<file path="src/rtl/vram_arbiter.sv">
// vram_arbiter: two-requester (video, host) front end for a single-port,
// 1-cycle-read VRAM. Video has strict priority. Every accepted access is
// issued to the RAM one cycle later. Read data returns with a fixed
// 3-cycle latency and goes only to the port that made the request.
// Optional feature: define VRAM_ARB_STARVE_GUARD_EN to force a host grant
// after STARVE_LIMIT consecutive host denials.
module vram_arbiter #(
  parameter int ADDR_W       = 14,
  parameter int DATA_W       = 16,
  parameter int STARVE_LIMIT = 8
) (
  input  logic              clk,
  input  logic              rst,
  input  logic              vid_req,
  input  logic [ADDR_W-1:0] vid_addr,
  output logic              vid_ack,
  output logic              vid_rvalid,
  output logic [DATA_W-1:0] vid_rdata,
  input  logic              host_req,
  input  logic              host_we,
  input  logic [ADDR_W-1:0] host_addr,
  input  logic [DATA_W-1:0] host_wdata,
  output logic              host_ack,
  output logic              host_rvalid,
  output logic [DATA_W-1:0] host_rdata,
  output logic              mem_we,
  output logic [ADDR_W-1:0] mem_addr,
  output logic [DATA_W-1:0] mem_wdata,
  input  logic [DATA_W-1:0] mem_rdata
);

  localparam logic [1:0] TAG_NONE = 2'd0;
  localparam logic [1:0] TAG_VID  = 2'd1;
  localparam logic [1:0] TAG_HOST = 2'd2;

  logic        force_host;
  logic        we_q;
  logic [1:0]  tag_pipe [2];

`ifdef VRAM_ARB_STARVE_GUARD_EN
  localparam int CNT_W = $clog2(STARVE_LIMIT + 1);
  logic [CNT_W-1:0] starve_cnt;

  // Host overrides video once it has been denied STARVE_LIMIT times in a row.
  assign force_host = host_req && (starve_cnt == CNT_W'(STARVE_LIMIT));

  // Count consecutive host denials; a host handshake restarts the count.
  always_ff @(posedge clk) begin
    if (rst)
      starve_cnt <= '0;
    else if (host_req && host_ack)
      starve_cnt <= '0;
    else if (host_req && (starve_cnt != CNT_W'(STARVE_LIMIT)))
      starve_cnt <= starve_cnt + 1'b1;
  end
`else
  // The guard is compiled out, so priority is strict. STARVE_LIMIT stays in
  // the parameter list so both builds have the same interface.
  localparam bit GUARD_OFF = (STARVE_LIMIT >= 0);
  assign force_host = !GUARD_OFF;
`endif

  // Grants depend only on requests, reset and arbiter state, never on
  // address or data.
  assign vid_ack  = !rst && vid_req && !force_host;
  assign host_ack = !rst && host_req && (!vid_req || force_host);

  // A write that was registered just before reset is gated off during the
  // reset cycle, so it never reaches the RAM.
  assign mem_we = we_q && !rst;

  // Register the winner's access for the RAM. With no handshake, the
  // address and data hold their values.
  always_ff @(posedge clk) begin
    if (rst) begin
      we_q      <= 1'b0;
      mem_addr  <= '0;
      mem_wdata <= '0;
    end else if (vid_ack) begin
      we_q      <= 1'b0;
      mem_addr  <= vid_addr;
    end else if (host_ack) begin
      we_q      <= host_we;
      mem_addr  <= host_addr;
      mem_wdata <= host_wdata;
    end else begin
      we_q      <= 1'b0;
    end
  end

  // Source tag for each accepted read. Stage 0 lines up with the RAM issue
  // cycle; stage 1 lines up with the cycle in which mem_rdata is valid.
  always_ff @(posedge clk) begin
    if (rst) begin
      tag_pipe[0] <= TAG_NONE;
      tag_pipe[1] <= TAG_NONE;
    end else begin
      if (vid_ack)
        tag_pipe[0] <= TAG_VID;
      else if (host_ack && !host_we)
        tag_pipe[0] <= TAG_HOST;
      else
        tag_pipe[0] <= TAG_NONE;
      tag_pipe[1] <= tag_pipe[0];
    end
  end

  // Capture the RAM data for the tagged owner. Each port's rdata holds
  // until that port's next return.
  always_ff @(posedge clk) begin
    if (rst) begin
      vid_rvalid  <= 1'b0;
      host_rvalid <= 1'b0;
      vid_rdata   <= '0;
      host_rdata  <= '0;
    end else begin
      vid_rvalid  <= (tag_pipe[1] == TAG_VID);
      host_rvalid <= (tag_pipe[1] == TAG_HOST);
      if (tag_pipe[1] == TAG_VID)  vid_rdata  <= mem_rdata;
      if (tag_pipe[1] == TAG_HOST) host_rdata <= mem_rdata;
    end
  end

endmodule

</file>
<file path="config.mk">
export PLATFORM = sky130hd
export DESIGN_NAME = vram_arbiter
export DESIGN_NICKNAME = d
export VERILOG_FILES = /design/src/rtl/vram_arbiter.sv
export SDC_FILE = /design/constraint.sdc
export NUM_CORES = 1
export LEC_CHECK = 0
export CAP_MARGIN = 20
export CORE_MARGIN = 2
export CORE_UTILIZATION = 35
export CTS_CLUSTER_DIAMETER = 100
export CTS_CLUSTER_SIZE = 30
export DETAILED_ROUTE_END_ITERATION = 7
export PLACE_DENSITY_LB_ADDON = 0.05
export SLEW_MARGIN = 5
export SYNTH_ARGS = -nofsm -noshare
export SYNTH_HDL_FRONTEND = slang
export SYNTH_SLANG_ARGS = --single-unit
</file>
<file path="constraint.sdc">
create_clock -name clk -period 1.4 [get_ports clk]
set_input_delay 0.28 -clock clk [delete_from_list [all_inputs] [get_ports clk]]
set_output_delay 0.28 -clock clk [all_outputs]
set_load 0.02 [all_outputs]
</file>
==> Yosys cells after proc, flatten, opt, wreduce, memory -nomap -nowiden <==
Memories as Yosys holds them, arrays and structs flattened.
Index checks and enable logic that the tools add are counted.
{ "op_classes": {"bitwise_logic": 6, "n_mux": 20, "eq_ne": 2, "n_reduce_logical": 11} }
{ "ops": {"columns": ["operator", "n"], "rows": [
  ["$mux W14", 2],
  ["$mux W1", 14],
  ["$mux W2", 4],
  ["$logic_and A1 B1 Y1", 5],
  ["$or A1 B1 Y1", 4],
  ["$logic_not A1 Y1", 3],
  ["$reduce_or A3 Y1", 1],
  ["$eq A2 B1 Y1 const B", 1],
  ["$eq A2 B2 Y1 const B", 1],
  ["$not A1 Y1", 2],
  ["$reduce_and A2 Y1", 1],
  ["$reduce_bool A2 Y1", 1]
]} }
{ "totals": {"input_bits": 65, "word_cells": 47, "reg_bits": 65, "output_inout_bits": 67, "ramBits": 4, "n_memories": 1} }
{ "mem_list": {"columns": ["memory", "words", "word_bits", "rd", "rd_ports_with_merged_regs", "wr", "line_no", "source"], "rows": [
  ["tag_pipe", 2, 2, 2, 0, 2, "38", "logic [1:0] tag_pipe [2];"]
]} }

==> Logic depth before layout (Yosys ltp) <==
{ "depth": {"word_depth": 10, "depth_mapped": 6, "ltp_nobuf": 3} }

==> Least setup slack after synthesis <==
No wires, ideal clock.
{ "synth_timing": {"kind": "input-to-output", "from": "in vid_req", "to": "out vid_ack", "path_buffers": 2, "stages": 3, "required_ns": 1.120, "slack_ns": 0.107, "t_arrival_ns": 1.013, "cell_sequence": "buf_6 buf_2 nor2b_1"} }
{ "synth_between": {"elab_chain_cells": 1} }
{ "synth_rtl": {"columns": ["element", "line_no", "source"], "rows": [
  ["from (decl)", "14", "input logic vid_req,"],
  ["$logic_and A1 B1 Y1", "65", "assign vid_ack = !rst && vid_req && !force_host;"],
  ["to (decl)", "16", "output logic vid_ack,"]
]} }
Every way passes these cells.

==> Worst setup path after layout <==
{ "layout_timing": {"from": "in vid_req", "to": "out host_ack"} }
{ "layout_between": {"elab_chain_cells": 2} }
{ "layout_rtl": {"columns": ["element", "line_no", "source"], "rows": [
  ["$logic_not A1 Y1", "66", "assign host_ack = !rst && host_req && (!vid_req || force_host);"],
  ["$logic_and A1 B1 Y1", "66", null],
  ["to (decl)", "23", "output logic host_ack,"]
]} }
Every way passes these cells.

==> impl_results.md <==
- Area contributors post-synth: dfxtp_1 (47%), nand2_1 (12%), a21oi_1 (6.9%)
- # rows: 32
- Clk Latency, worst-skew pair: 0.33 ns
- RSZ-0062 raised after global routing: no
- Synth unique cells: 23
- Crit path launch type: primary input
- Fmax achieved: 752 MHz
- Final Wtd Congestion: 0.692
- HPWL after detailed placement: 4930 µm
- RR Endpoint: host_rdata[14]
- # DRC: 0
- Worst Setup Path Type: primary input to output port
- Final Hold Viols: 0
- Largest family of logic cells by synthesized area: simple AND/OR/NAND/NOR gates
- Hold Slack: 0.301 ns
- Crit-path max FO: 4
- Setup tns final: 0 ns
- Vias: 2396
- Post-synthesis compound-gate area fraction: approximately 10%
- CTS Root Cell: clkbuf_8
- Chip Height: 92.6 µm
- Clock buffer count from CTS: 9
- GRT Residual Overflow: 0
- Net Sw Frac: 26.5%
- Static Leak: 0.00193 µW
- #FFs+latches synth: between 60 and 70
- Worst hold stages: 3
- Synth warn: 0
- Largest area contributor in the netlist: dfxtp_1
- Starting density of the core: 35.8%
- Via density: 4.45
- VDD IR max: 0.479 mV
- Syn Area/Cell: 9.29 µm²
- H-tree Lvls: 3
- Clock buffer depth: 2
- Worst r2r path cells: 4
- Most frequent cells in the layout: nand2_1 (87), dlygate4sd2_1 (66), dfxtp_1 (65)
- Clock Skew: approximately 0.0064 ns
- Share of the synthesized area in the top cell type: 47.3%
- Pin count of the biggest net entering global routing: 62
- Sequential element share of the synthesized area: 51.7%
- Commonest non-fill, non-tap cell in the layout: nand2_1
- Worst Setup End Kind: output port
- Layout Area Growth over Synthesis: 55.1%
- Reg2reg start: tag_pipe[0][2]
- Die Area: 8580 µm²
- Reg power frac: a little under half
- Layout cells sized above 1: 15.8%
- Number of antenna diodes: 0
- Post-route minimum period: 1.33 ns
- First-pass GRT wire length: approximately 11000 µm
- Max-slew violations: 0
- Clock share of power: 36.1%
- ANT nets after route: 0
- Final #Nets: 496
- Fin area: 4270 µm²
- Worst Tran Pin Value: about 0.67 ns
- P_int: 3350 µW
- Pwr Density: 1070 nW/µm²
- Post-synthesis simple-gate area fraction: 19.5%
- Status: finished clean
- CTS Sinks: 69
- CTS tree: yes
- Hold endpoint: mem_wdata[14]
- Final setup violation count: 0
- Combinational Power Share: 17.2%
- Number of max-cap violations: 0
- Total power: 4560 µW
- Hold_sp: rst
- Post_cts resized: 80
- Vias in the first global route: 2410
- Die X: 92.6 µm
- WP data arrival: 1.05 ns
- Initial antenna violation count: 0
- DP Area: roughly 4100 µm²
- Post-Syn Area: 2750 µm²
- Mux cell area share after synthesis: 12.2%
- CP required: 1.12 ns
- Gate count after technology mapping: 296
- I/O pin count: 132
- Initial DRC count: 50
- Switching power: 1210 µW
- CTS clk-pin slew, worst paths: 0.07 ns
- Xor/xnor share of the synthesized area: 0%
- Class of the worst hold path: primary input to flop
- Core region area: 7690 µm²
- GRT Util Overall: 16.9%
- IO buf count: 131
- Drt wl/cell: 12.8 µm
- Synth Area in Adders: 0%
- 1st-pass router iterations: 3
- Headroom to the max-slew limit: between 50% and 60%
- CTS Hold Bufs: 0
- Period utilization: 95.0%
- Post-CTS Setup Bufs: 0
- Flop2flop setup slack: 0.29 ns
- Final wirelength: 6890 µm
## worst max-delay path by stage
stage,startpoint,to,slack (ns)
global placement,vid_req,host_ack,-0.56
global route,mem_wdata[9],mem_wdata[9],0.008
detailed placement,vid_req,host_ack,-0.59
finish,vid_req,host_ack,0.07
floorplan,vid_req,vid_ack,0.11
CTS,we_q,mem_we,0.003
## Yosys cell counts (all sizes together)
cell	n
nand2	96
dfxtp	65
a21oi	48
buf	18
nor2	17
mux2	14
mux2i	14
nor2b	8
clkbuf	6
edfxtp	4
nand2b	3
and2	1
conb	1
nor3	1
## worst max-delay path: stages
cell,delay (ns)
dlygate4sd2_1,0.29
nand2b_4,0.16
nor2_1,0.13
buf_2,0.20
## flip-flops by register name, indices dropped and copies added (netlist names)
register,count
host_rvalid,1
vid_rvalid,1
mem_wdata,16
we_q,1
tag_pipe,4
host_rdata,16
vid_rdata,16
mem_addr,14
## cell type report
cell class,count,area (µm²)
Multi-Input combinational cell,206,1160
Clock buffer,11,174
Tap cell,102,128
Sequential cell,69,1420
Clock inverter,5,37.5
Timing Repair Buffer,145,1340
Fill cell,766,3420
## power groups by stage
stage               Clock (µW)  Combinational, µW  Sequential (µW)
global placement             0                854             2180
finish                    1650                783             2130
floorplan                    0                309             2300
global route              1800                847             2150
CTS                       1710                797             2130
detailed placement           0                861             2180
## cell families after synthesis
kind of cell | after synthesis
and+or+nand+nor | 126
DFF | 69
AOI/OAI and AO/OA | 48
muxes | 28
buffers and inverters | 24
other | 1
## per-layer routing
metal	global-route usage (%)	share of wire, %	up-vias
met5	0	0	-
li1	-	-	1220
met4	6.99	1.1	0
met2	28.5	48	78
met3	5.78	7.8	7
met1	19.6	43	1091
## per-stage QoR
| step | utilization [%] | instances | setup slack (ns) |
|---|---|---|---|
| after detailed placement | 53.8 | 522 | -0.592 |
| after global placement | 53.8 | 522 | -0.563 |
| after CTS | 55.6 | 538 | 0.00291 |
| final | 55.5 | 538 | 0.0705 |
| after floorplan | - | 299 | 0.107 |
| after global routing | 55.5 | 538 | 0.00835 |
Power figures use the tool's default switching activity.
